===== src/rtl/mac_pe_dbw.sv =====
// Weight-stationary systolic MAC processing element with double-buffered weights.
// Optional macro MAC_PE_SAT_EN selects a saturating accumulate instead of wrap-around.
module mac_pe_dbw #(
  parameter int DATA_W = 8,
  parameter int SUM_W  = 24
) (
  input  logic                     clk,
  input  logic                     reset_n,
  input  logic                     in_valid,
  input  logic signed [DATA_W-1:0] in_data,
  input  logic signed [SUM_W-1:0]  in_sum,
  output logic                     out_valid,
  output logic signed [DATA_W-1:0] out_data,
  output logic signed [SUM_W-1:0]  out_sum,
  input  logic                     w_load,
  input  logic signed [DATA_W-1:0] w_in,
  output logic                     w_load_out,
  output logic signed [DATA_W-1:0] w_out,
  input  logic                     w_swap,
  output logic                     w_swap_out,
  input  logic                     ovf_clr,
  output logic                     ovf
);

  localparam int PROD_W = 2 * DATA_W;
  localparam logic signed [SUM_W-1:0] SUM_MAX = {1'b0, {(SUM_W-1){1'b1}}};
  localparam logic signed [SUM_W-1:0] SUM_MIN = {1'b1, {(SUM_W-1){1'b0}}};

  // Signed overflow: both operands share a sign and the result's sign differs.
  function automatic logic add_ovf(input logic sa, input logic sb, input logic sr);
    return (sa == sb) && (sr != sa);
  endfunction

  function automatic logic signed [SUM_W-1:0] limit_sum(
    input logic signed [SUM_W-1:0] raw,
    input logic                    ovf_hit,
    input logic                    neg_ops
  );
`ifdef MAC_PE_SAT_EN
    if (ovf_hit) return neg_ops ? SUM_MIN : SUM_MAX;
    return raw;
`else
    logic unused;
    unused = ovf_hit ^ neg_ops;
    return raw;
`endif
  endfunction

  logic                     out_valid_q, out_valid_d;
  logic signed [DATA_W-1:0] out_data_q,  out_data_d;
  logic signed [SUM_W-1:0]  out_sum_q,   out_sum_d;
  logic                     w_load_out_q;
  logic signed [DATA_W-1:0] w_out_q;
  logic                     w_swap_out_q;
  logic                     ovf_q,       ovf_d;
  logic signed [DATA_W-1:0] shadow_q,    shadow_d;
  logic signed [DATA_W-1:0] active_q,    active_d;

  logic signed [PROD_W-1:0] prod_p0;
  logic signed [SUM_W-1:0]  prod_ext_p0;
  logic signed [SUM_W-1:0]  sum_raw_p0;
  logic                     sum_ovf_p0;

  always_comb begin
    prod_p0     = PROD_W'(in_data) * PROD_W'(active_q);
    prod_ext_p0 = SUM_W'(prod_p0);
    sum_raw_p0  = in_sum + prod_ext_p0;
    sum_ovf_p0  = add_ovf(in_sum[SUM_W-1], prod_ext_p0[SUM_W-1], sum_raw_p0[SUM_W-1]);

    out_valid_d = in_valid;
    out_data_d  = out_data_q;
    out_sum_d   = out_sum_q;
    if (in_valid) begin
      out_data_d = in_data;
      out_sum_d  = limit_sum(sum_raw_p0, sum_ovf_p0, in_sum[SUM_W-1]);
    end

    // A fresh overflow outranks a clear arriving in the same cycle.
    ovf_d = ovf_q;
    if (in_valid && sum_ovf_p0) ovf_d = 1'b1;
    else if (ovf_clr)           ovf_d = 1'b0;

    // Swap reads the shadow before a concurrent load overwrites it.
    active_d = w_swap ? shadow_q : active_q;
    shadow_d = w_load ? w_in     : shadow_q;
  end

  // ---- stage p0 -> p1 register boundary ----
  always_ff @(posedge clk or negedge reset_n) begin
    if (!reset_n) begin
      out_valid_q  <= 1'b0;
      out_data_q   <= '0;
      out_sum_q    <= '0;
      w_load_out_q <= 1'b0;
      w_out_q      <= '0;
      w_swap_out_q <= 1'b0;
      ovf_q        <= 1'b0;
      shadow_q     <= '0;
      active_q     <= '0;
    end else begin
      out_valid_q  <= out_valid_d;
      out_data_q   <= out_data_d;
      out_sum_q    <= out_sum_d;
      w_load_out_q <= w_load;
      w_out_q      <= w_in;
      w_swap_out_q <= w_swap;
      ovf_q        <= ovf_d;
      shadow_q     <= shadow_d;
      active_q     <= active_d;
    end
  end

  assign out_valid  = out_valid_q;
  assign out_data   = out_data_q;
  assign out_sum    = out_sum_q;
  assign w_load_out = w_load_out_q;
  assign w_out      = w_out_q;
  assign w_swap_out = w_swap_out_q;
  assign ovf        = ovf_q;

endmodule


===== config.mk =====
export PLATFORM = sky130hd
export DESIGN_NAME = mac_pe_dbw
export DESIGN_NICKNAME = d
export VERILOG_FILES = /design/src/rtl/mac_pe_dbw.sv
export SDC_FILE = /design/constraint.sdc
export NUM_CORES = 1
export LEC_CHECK = 0
export CORE_UTILIZATION = 55
export CTS_CLUSTER_DIAMETER = 200
export DETAILED_ROUTE_END_ITERATION = 8
export PLACE_DENSITY = 0.92
export SETUP_SLACK_MARGIN = 0.02
export SLEW_MARGIN = 30
export SYNTH_ARGS = -nofsm -noshare
export SYNTH_HDL_FRONTEND = slang
export SYNTH_SLANG_ARGS = --single-unit

===== constraint.sdc =====
create_clock -name clk -period 7.46 [get_ports clk]
set_input_delay 0.746 -clock clk [delete_from_list [all_inputs] [get_ports clk]]
set_output_delay 0.746 -clock clk [all_outputs]
set_load 0.05 [all_outputs]

==> results_dict.tcl <==
set metrics [dict create \
    fin_crit_sh_pct 95.54 \
    status "finished, final reports clean" \
    cts.reportedPaths.clkPinSlew_ns 0.07 \
    cp-end-kind "register" \
    crit_arrival_ns 7.35 \
    dr.first_iter.drc_count 146 \
    clock_skew_ns 0.007592 \
    setup_violations 0 \
    pre_cts_slack_ns 0.09743 \
    clk-insertion-delay-late_ns 0.34 \
    hp-class "reg -> reg" \
    htreeDepth 3 \
    cts_inserted_buffers 9 \
    use_met2_pct 42.86 \
    synth_area_per_cell_um2 10.54 \
    crit_path_frequent_cell "a21oi_1" \
    vias 4167 \
    finalCriticalPeriod_ns 7.127 \
    final_common_cell "inv_1" \
    dpl.hpwl_mm 9.607 \
    coreArea_mm2 0.009910 \
    crit_slowest_cell "clkdlybuf4s50_1" \
    required_ns 7.68 \
    antenna_found_initial 0 \
    dr.pass1.iters 4 \
    drive_gt1_share_pct 12.77 \
    cts_tree "yes" \
    row_count 36 \
    place_congestion 0.8483 \
    start_util_pct 57.41 \
    mostFrequentLayoutCells "100 x inv_1, 83 x clkdlybuf4s50_1, 60 x dfrtp_1" \
    io_pins 90 \
    synthArstFlopShare_pct 100.0 \
    grt_pass1_vias 4558 \
    overflow 0 \
    synthCells 540 \
    fin_tns_setup_ns 0 \
    relSlewSlack_pct 49.04 \
    clkSinkCount 60 \
    yosysUniqueCellTypes 49 \
    grt_usage_pct 24.29 \
    area_growth_pct 23.00 \
    yosysWarnings 0 \
    die_area_mm2 0.01075 \
    grt_first_pass_wirelength_mm 21.05 \
    postCtsHoldBufs 0 \
    path_class "in -> reg" \
    die-width_um 103.7 \
    ant_nets 0 \
    drcViolationCount 0 \
    fin_ws_ns 0.3325 \
    n_antenna_cell 0 \
    grt_util_met1_pct 30.10 \
    tightest_slew_ns 0.7643 \
    gr-max-usage-layer "met2" \
    ys_seq_elements 60 \
    synth_ff_type "dfrtp_1" \
    clockBufferDepth 2 \
    syn_nets 694 \
    grt_max_degree 61 \
    fmax_mhz 140.3 \
    final_nets 791 \
    start_kind "input pin" \
    via_per_inst 5.377 \
    netlist_area_mm2 0.005689 \
    port_buffers 89 \
    ys_seq_area_share_pct 26.39 \
    wirelength_mm 12.39 \
    fillers 667 \
    cts_root_buf "clkbuf_8" \
    drv_cap 0 \
    synth_edf_count 0 \
    routedWlPerCell_um 15.99 \
    slowest_delay_ns 0.58 \
    slew_viol_final 0 \
    hold_viol 0 \
    die_h_um 103.7 \
    grtUsageMet3_pct 4.279 \
    critPathMaxFanout 9 \
    timing.hold.ws_ns 0.5089 \
]
-- path summary, 6_finish.rpt --
kind	start	endpoint	slack [ns]	cells past startpoint
max	in_data[5]	out_sum[22]	0.33	29
min	out_data[1]	out_data[1]	0.51	1
max reg2reg	active_q[0]	out_sum[22]	0.77	28
min reg2reg	out_data[1]	out_data[1]	0.51	1
max in group asynchronous	reset_n	out_data[2]	6.38	2
min in group asynchronous	reset_n	w_out[5]	0.54	2
-- per-stage QoR --
stage | utilization (%) | cells | area, um^2
finish | 70.62 | 775 | 6998
detailed placement | 68.03 | 759 | 6741
floorplan | - | 540 | 5689
CTS | 70.42 | 775 | 6978
global placement | 68.03 | 759 | 6741
global route | 70.62 | 775 | 6998
-- sequential cells by signal, indices dropped and copies added (netlist names) --
signal and cells:
w_out 8, w_swap_out 1, out_data 8, shadow_q 8, w_load_out 1, out_valid 1
ovf 1, active_q 8, out_sum 24
-- synthesized netlist by cell type, types with 2 or more instances --
library cell	instances	area, um^2
or3_1	2	12.51
ha_1	52	650.6
nand2b_1	4	25.02
dfrtp_1	60	1501
o21bai_1	6	45.04
and2_1	46	287.8
mux2_2	45	506.7
o21ai_1	2	10.01
nor2b_1	7	43.79
fa_1	56	1121
o31ai_2	2	25.02
inv_1	100	375.4
nor2_1	13	48.80
xor2_1	4	35.03
a21oi_2	5	43.79
clkbuf_1	5	18.77
nand2_1	18	67.56
nand4_1	2	12.51
a211oi_1	3	22.52
a21oi_1	22	110.1
o21ai_0	10	50.05
nor3_1	3	15.01
nand3_1	4	20.02
xnor2_1	34	297.8
mux2i_1	2	20.02
a21o_1	10	75.07
-- layout make-up --
class | instances | area (um^2) | area share, %
Inverter | 100 | 375.4 | 5.364
Timing Repair Buffer | 92 | 920.9 | 13.16
Tap cell | 133 | 166.4 | 2.378
Sequential cell | 60 | 1501 | 21.46
Clock inverter | 3 | 67.56 | 0.9655
Multi-Input combinational cell | 374 | 3797 | 54.26
Clock buffer | 13 | 168.9 | 2.414
-- logic make-up (layout without fill, tap and decap cells) --
| logic type | Yosys count | after routing | share of synthesized area (%) |
|---|---|---|---|
| flops | 60 | 60 | 26.39 |
| simple gates | 103 | 103 | 9.875 |
| xor+xnor | 38 | 38 | 5.850 |
| mux | 48 | 48 | 9.523 |
| fa+ha+maj | 108 | 108 | 31.14 |
| compound gates | 77 | 77 | 10.23 |
| buf+inv | 106 | 208 | 6.994 |
-- timing repair --
action | in CTS | in global routing
setup endpoints to repair | 0 | 1
resized for setup | 0 | 6
buffers inserted | 0 | 0
-- routing by layer --
metal	vias to the layer above	part of all wire [%]	wire, um
met5	-	0	0
met4	0	2.1	263
met3	25	4.3	532
met2	114	52	6489
met1	2073	41	5106
li1	1955	-	-
-- critical path, delay by kind of cell --
family	cells	cell delay [ns]
AO/OA/AOI/OAI	13	2.47
multiplexers	1	0.25
buffers and inverters	5	0.78
AND/OR/NAND/NOR	2	0.38
XOR/XNOR	2	0.18
adder cells (fa/ha/maj)	6	2.54
Power is left out: the tool's default activity adds up to more than one toggle a clock period on the data nets, which glitch-free logic cannot reach.
